--- config.mk ---
export PLATFORM = sky130hd
export DESIGN_NAME = alu_shift_seq_flat
export DESIGN_NICKNAME = d
export VERILOG_FILES = /design/src/rtl/alu_pkg.sv /design/src/rtl/alu_shift_seq_if.sv /design/src/rtl/alu_shift_seq_shift_step.sv /design/src/rtl/alu_shift_seq.sv /design/src/flat_wrapper.sv
export SDC_FILE = /design/constraint.sdc
export NUM_CORES = 1
export LEC_CHECK = 0
export ABC_AREA = 1
export CORE_ASPECT_RATIO = 1.2
export CORE_MARGIN = 4
export CORE_UTILIZATION = 50
export DETAILED_ROUTE_END_ITERATION = 7
export DONT_BUFFER_PORTS = 1
export PLACE_DENSITY_LB_ADDON = 0.2
export SLEW_MARGIN = 20
export SYNTH_ARGS = -nofsm -noshare
export SYNTH_HDL_FRONTEND = slang
export SYNTH_HIERARCHICAL = 1
export SYNTH_SLANG_ARGS = --single-unit
--- constraint.sdc ---
create_clock -name clk -period 1.7 [get_ports clk]
set_input_delay 0 -clock clk [delete_from_list [all_inputs] [get_ports clk]]
set_output_delay 0 -clock clk [all_outputs]
set_load 0.01 [all_outputs]
--- src/rtl/alu_pkg.sv ---
`default_nettype none
// ============================================================================
// Module   : alu_pkg
// Purpose  : Shared ALU constants: shift op encodings, shifter FSM states and
//            the downstream result-mux select code for the shifter output.
// Revision : 1.0 - initial release
// ============================================================================
package alu_pkg;

    // Shift kind encodings carried on the op field
    localparam logic [1:0] SH_SLL = 2'b00;
    localparam logic [1:0] SH_SRL = 2'b01;
    localparam logic [1:0] SH_RSV = 2'b10;  // reserved: passes the operand through
    localparam logic [1:0] SH_SRA = 2'b11;

    // Per-bit ALU result mux code that selects the shifter result bus
    localparam logic [2:0] SEL_SRA = 3'b111;

    // Shifter sequencer states
    typedef enum logic [1:0] {
        IDLE  = 2'd0,
        SHIFT = 2'd1,
        DONE  = 2'd2
    } shift_state_e;

endpackage : alu_pkg
`default_nettype wire

--- src/rtl/alu_shift_seq_if.sv ---
`default_nettype none
// ============================================================================
// Module   : alu_shift_seq_if
// Purpose  : Request/result bundle between the ALU control and the iterative
//            shifter. master = requester, slave = shifter.
// Revision : 1.0 - initial release
// ============================================================================
interface alu_shift_seq_if #(
    parameter int WIDTH = 16,
    parameter int SHW   = 4
);
    logic             start;
    logic [1:0]       op;
    logic [WIDTH-1:0] a;
    logic [SHW-1:0]   shamt;
    logic [WIDTH-1:0] result;
    logic             busy;
    logic             done;

    modport master (
        output start, op, a, shamt,
        input  result, busy, done
    );

    modport slave (
        input  start, op, a, shamt,
        output result, busy, done
    );
endinterface : alu_shift_seq_if
`default_nettype wire

--- src/rtl/alu_shift_seq_shift_step.sv ---
`default_nettype none
// ============================================================================
// Module   : shift_step
// Purpose  : One-bit shift of the shifter working register. Purely
//            combinational; the fill bit is the captured sign for SRA.
// Revision : 1.0 - initial release
// ============================================================================
import alu_pkg::*;

module shift_step #(
    parameter int WIDTH = 16
) (
    input  wire logic [1:0]       i_op,
    input  wire logic             i_fill,
    input  wire logic [WIDTH-1:0] i_value,
    output logic      [WIDTH-1:0] o_value
);

    // Select the single-bit shift direction and fill source from the op
    always_comb begin
        o_value = i_value;
        case (i_op)
            SH_SLL:  o_value = {i_value[WIDTH-2:0], 1'b0};
            SH_SRL:  o_value = {1'b0, i_value[WIDTH-1:1]};
            SH_SRA:  o_value = {i_fill, i_value[WIDTH-1:1]};
            default: o_value = i_value;  // reserved op never shifts
        endcase
    end

endmodule : shift_step
`default_nettype wire

--- src/rtl/alu_shift_seq.sv ---
`default_nettype none
// ============================================================================
// Module   : alu_shift_seq
// Purpose  : Iterative shifter (SLL/SRL/SRA), one bit per clock. The result
//            bus only updates on entry to DONE so the downstream result muxes
//            (select SEL_SRA) never see intermediate shift values.
// Revision : 1.0 - initial release
// ============================================================================
import alu_pkg::*;

module alu_shift_seq #(
    parameter int WIDTH = 16,
    parameter int SHW   = 4
) (
    input  wire logic      clk,
    input  wire logic      rst_n,
    alu_shift_seq_if.slave bus
);

    localparam logic [1:0] S_IDLE  = 2'(IDLE);
    localparam logic [1:0] S_SHIFT = 2'(SHIFT);
    localparam logic [1:0] S_DONE  = 2'(DONE);

    logic [1:0]       state_q,  state_d;
    logic [WIDTH-1:0] work_q,   work_d;
    logic [SHW-1:0]   cnt_q,    cnt_d;
    logic [1:0]       op_q,     op_d;
    logic             sign_q,   sign_d;
    logic [WIDTH-1:0] result_q, result_d;
    logic             busy_q,   busy_d;
    logic             done_q,   done_d;

    logic [WIDTH-1:0] w_step;

    shift_step #(
        .WIDTH (WIDTH)
    ) u_shift_step (
        .i_op    (op_q),
        .i_fill  (sign_q),
        .i_value (work_q),
        .o_value (w_step)
    );

    // Next-state, capture and shift sequencing
    always_comb begin
        state_d  = state_q;
        work_d   = work_q;
        cnt_d    = cnt_q;
        op_d     = op_q;
        sign_d   = sign_q;
        result_d = result_q;

        case (state_q)
            S_IDLE, S_DONE: begin
                if (bus.start) begin
                    work_d  = bus.a;
                    // Reserved op loads a zero count so the operand passes straight through
                    cnt_d   = (bus.op == SH_RSV) ? '0 : bus.shamt;
                    op_d    = bus.op;
                    sign_d  = bus.a[WIDTH-1];
                    state_d = S_SHIFT;
                end else begin
                    state_d = S_IDLE;
                end
            end
            S_SHIFT: begin
                // start is deliberately not looked at here: no queueing
                if (cnt_q != '0) begin
                    work_d = w_step;
                    cnt_d  = cnt_q - SHW'(1);
                end else begin
                    result_d = work_q;
                    state_d  = S_DONE;
                end
            end
            default: state_d = S_IDLE;
        endcase

        // Status flags are registered from the next state so outputs are pure flops
        busy_d = (state_d == S_SHIFT);
        done_d = (state_d == S_DONE);
    end

    // State and datapath registers, cleared asynchronously by rst_n
    always_ff @(posedge clk or negedge rst_n) begin
        if (!rst_n) begin
            state_q  <= S_IDLE;
            work_q   <= '0;
            cnt_q    <= '0;
            op_q     <= SH_SLL;
            sign_q   <= 1'b0;
            result_q <= '0;
            busy_q   <= 1'b0;
            done_q   <= 1'b0;
        end else begin
            state_q  <= state_d;
            work_q   <= work_d;
            cnt_q    <= cnt_d;
            op_q     <= op_d;
            sign_q   <= sign_d;
            result_q <= result_d;
            busy_q   <= busy_d;
            done_q   <= done_d;
        end
    end

    assign bus.result = result_q;
    assign bus.busy   = busy_q;
    assign bus.done   = done_q;

endmodule : alu_shift_seq
`default_nettype wire

--- src/flat_wrapper.sv ---
// flat-port wrapper written by rule: the top's interface ports become plain ports
module alu_shift_seq_flat 
#(
    parameter int WIDTH = 16,
    parameter int SHW   = 4
)
  (clk, rst_n, bus_start, bus_op, bus_a, bus_shamt, bus_result, bus_busy, bus_done);
  alu_shift_seq_if #(.WIDTH(WIDTH), .SHW(SHW)) bus_i ();
  input  wire logic clk;
  input  wire logic rst_n;
  input wire logic [$bits(bus_i.start)-1:0] bus_start;
  input wire logic [$bits(bus_i.op)-1:0] bus_op;
  input wire logic [$bits(bus_i.a)-1:0] bus_a;
  input wire logic [$bits(bus_i.shamt)-1:0] bus_shamt;
  output wire logic [$bits(bus_i.result)-1:0] bus_result;
  output wire logic [$bits(bus_i.busy)-1:0] bus_busy;
  output wire logic [$bits(bus_i.done)-1:0] bus_done;
  assign bus_i.start = bus_start;
  assign bus_i.op = bus_op;
  assign bus_i.a = bus_a;
  assign bus_i.shamt = bus_shamt;
  assign bus_result = bus_i.result;
  assign bus_busy = bus_i.busy;
  assign bus_done = bus_i.done;
  alu_shift_seq #(.WIDTH(WIDTH), .SHW(SHW)) u_core (.clk(clk), .rst_n(rst_n), .bus(bus_i));
endmodule
==> metrics.txt <==
vias per inst ~5.2; Gate power share 49.7%; Final period util 88.3%; IO Port Bufs 0; Starting DRT DRC Count between 100 and 150; internal power roughly 2.8 mW; Slew HR between 60% and 70%; GRT Residual Overflow 0; Die Area a little under 6000 µm²; most frequent cells in the layout 141 x nand2_1, 43 x dfrtp_1, 38 x nand3_1; VDD IR-drop max 0.00105 V; vias in the first global route around 1,900; vias post-DR a little over 2,000; Switching Fraction 48.2%; synthesized area per cell between 7 and 8 µm²; # rows 27; core area between 4000 and 5000 µm²; final hold vios 0; Syn Std Cell Area 2350 µm²; ANT cells 0; commonest non-fill, non-tap cell in the layout nand2_1; CTS tree done; GRT Total Usage 19.0%; initial antenna violation count 0; YS warnings 6; # IOs 43; minimum clock period about 1500 ps; post-synthesis register bit count 43; Worst EP required between 1500 and 2000 ps; max-slew violations 0; H-tree levels 2; first-pass GRT wire length between 9 and 10 mm; leakage power 1.35 nW; Initial Utilization between 50% and 60%; CP arrival around 1700 ps; Worst Tran Pin Value between 400 and 500 ps; CTS clk-pin slew, worst paths around 80 ps; Die X ~71 µm; share of power burned in registers 38.4%; sequential area share after synthesis a little under half; area growth from synthesis to final layout 14.1%; Max Cap Viol 0; chip height ~83 µm; Worst setup EP type register; Final Net Count 358; Mapped Cells 308; # clock sinks 43; largest net degree at the start of global routing 44; clock power share a little under an eighth; final clock skew 8.18 ps; CTS Buf Count 5; clock tree buffer depth 2; Power Total about 5.4 mW; run status completed; Peak Freq between 600 and 700 MHz; routability cong. 0.746; Cell Pwr Density 2020 nW/µm²; CP max FO 11; Setup CP Type register to register; WL final 5.23 mm; synth unique cells 24; Worst-Skew Late Latency 290 ps; aggregate negative setup slack 0 ps; startpoint types register; Detailed Place HPWL between 3 and 4 mm; DRC Markers 0; RSZ-0062 raised after global routing no; layout cell share with drive strength beyond 1 10.2%; wire per inst roughly 13 µm; sw power 2.60 mW; Root Driver clkbuf_8; Finish-stage setup viols 0; post-cts resize count 0; Mapped Nets 334; HP Class input port to register; antenna viol nets, final 0; Pre-antenna DRT Iters 4
-- power by group through the flow --
stage | clock network (mW) | registers, mW | logic, mW
after floorplan | 0 | 1.93 | 2.37
after global placement | 0 | 2.09 | 2.58
after detailed placement | 0 | 2.10 | 2.62
after CTS | 0.664 | 2.08 | 2.71
after global routing | 0.702 | 2.15 | 3.10
final | 0.639 | 2.08 | 2.68
-- layer usage --
layer,share of wire [%],GRT usage [%],vias up
met2,48,30.6,58
met4,1.1,5.47,0
li1,-,-,1017
met1,45,25.5,947
met5,0,0,-
met3,5.0,4.24,5
-- final cells by class --
| class | count | area (µm²) |
|---|---|---|
| Fill cell | 421 | 1880 |
| Sequential cell | 43 | 1080 |
| Multi-Input combinational cell | 231 | 1040 |
| Timing Repair Buffer | 33 | 325 |
| Clock buffer | 6 | 72.6 |
| Inverter | 18 | 72.6 |
| Tap cell | 58 | 72.6 |
| Clock inverter | 2 | 12.5 |
-- kinds of logic after synthesis --
kind of cell	share of synthesized area (%)
AND/OR/NAND/NOR	35.8
multiplexers	0.480
XOR/XNOR	0.373
AO/OA/AOI/OAI	7.31
adder cells (fa/ha/maj)	0.533
buffers and inverters	9.60
flip-flops	45.9
-- repair_timing --
action                    in CTS  in global routing
hold buffers                  24                  0
setup buffers                  0                  0
hold endpoints to repair      66                  0
-- registers in the layout (all words and copies together) (netlist names) --
| signal | count |
|---|---|
| u_core/bus.result | 16 |
| u_core/work_q | 16 |
| u_core/cnt_q | 4 |
| u_core/op_q | 2 |
| u_core/state_q | 2 |
| u_core/bus.busy | 1 |
| u_core/bus.done | 1 |
| u_core/sign_q | 1 |
-- Yosys cell counts --
master,number,area (µm²)
a21oi_1,5,25.0
a21oi_2,3,26.3
buf_1,1,3.75
buf_2,2,10.0
buf_4,2,15.0
buf_6,8,90.1
buf_8,2,30.0
clkbuf_1,1,3.75
dfrtp_1,43,1080
ha_1,1,12.5
inv_1,15,56.3
inv_2,1,3.75
inv_4,2,12.5
mux2_2,1,11.3
nand2_1,141,529
nand2_2,3,18.8
nand2_4,1,11.3
nand3_1,38,190
nor2_1,7,26.3
nor2_2,4,25.0
nor2_8,2,40.0
o21ai_0,23,115
o21ai_1,1,5.00
xnor2_1,1,8.76
-- final timing paths --
| path | cells after the start | start | endpoint | slack (ps) |
|---|---|---|---|---|
| setup / recovery | 8 | u_core/cnt_q[0] | u_core/work_q[0] | 200 |
| setup reg to reg | 8 | u_core/cnt_q[0] | u_core/work_q[0] | 200 |
| max in group asynchronous | 2 | rst_n | u_core/bus.result[11] | 1250 |
| hold reg to reg | 2 | u_core/sign_q | u_core/sign_q | 500 |
| min in group asynchronous | 2 | rst_n | u_core/work_q[11] | 230 |
| hold / removal | 2 | bus_start | u_core/bus.busy | 10 |
-- metrics by stage --
step           worst slack, ps  utilization (%)  hold slack [ps]  area [µm²]  cells
2_1_floorplan              405                -             -296        2350    308
5_1_grt                   76.7             58.7             30.5        2680    391
3_5_place_dp               210             51.2             -294        2330    359
6_report                   198             58.7             10.0        2680    391
3_3_place_gp               273             51.2             -294        2330    359
4_1_cts                    204             58.7             17.3        2680    391
-- worst max-delay path: stages (launching register included) --
cell,delay [ps]
dfrtp_1,380
inv_1,110
ha_1,210
nand2_2,120
nand2_2,90
nand2_2,140
buf_4,210
nand2_1,50
o21ai_0,70
(Power assumes the default switching activity.)
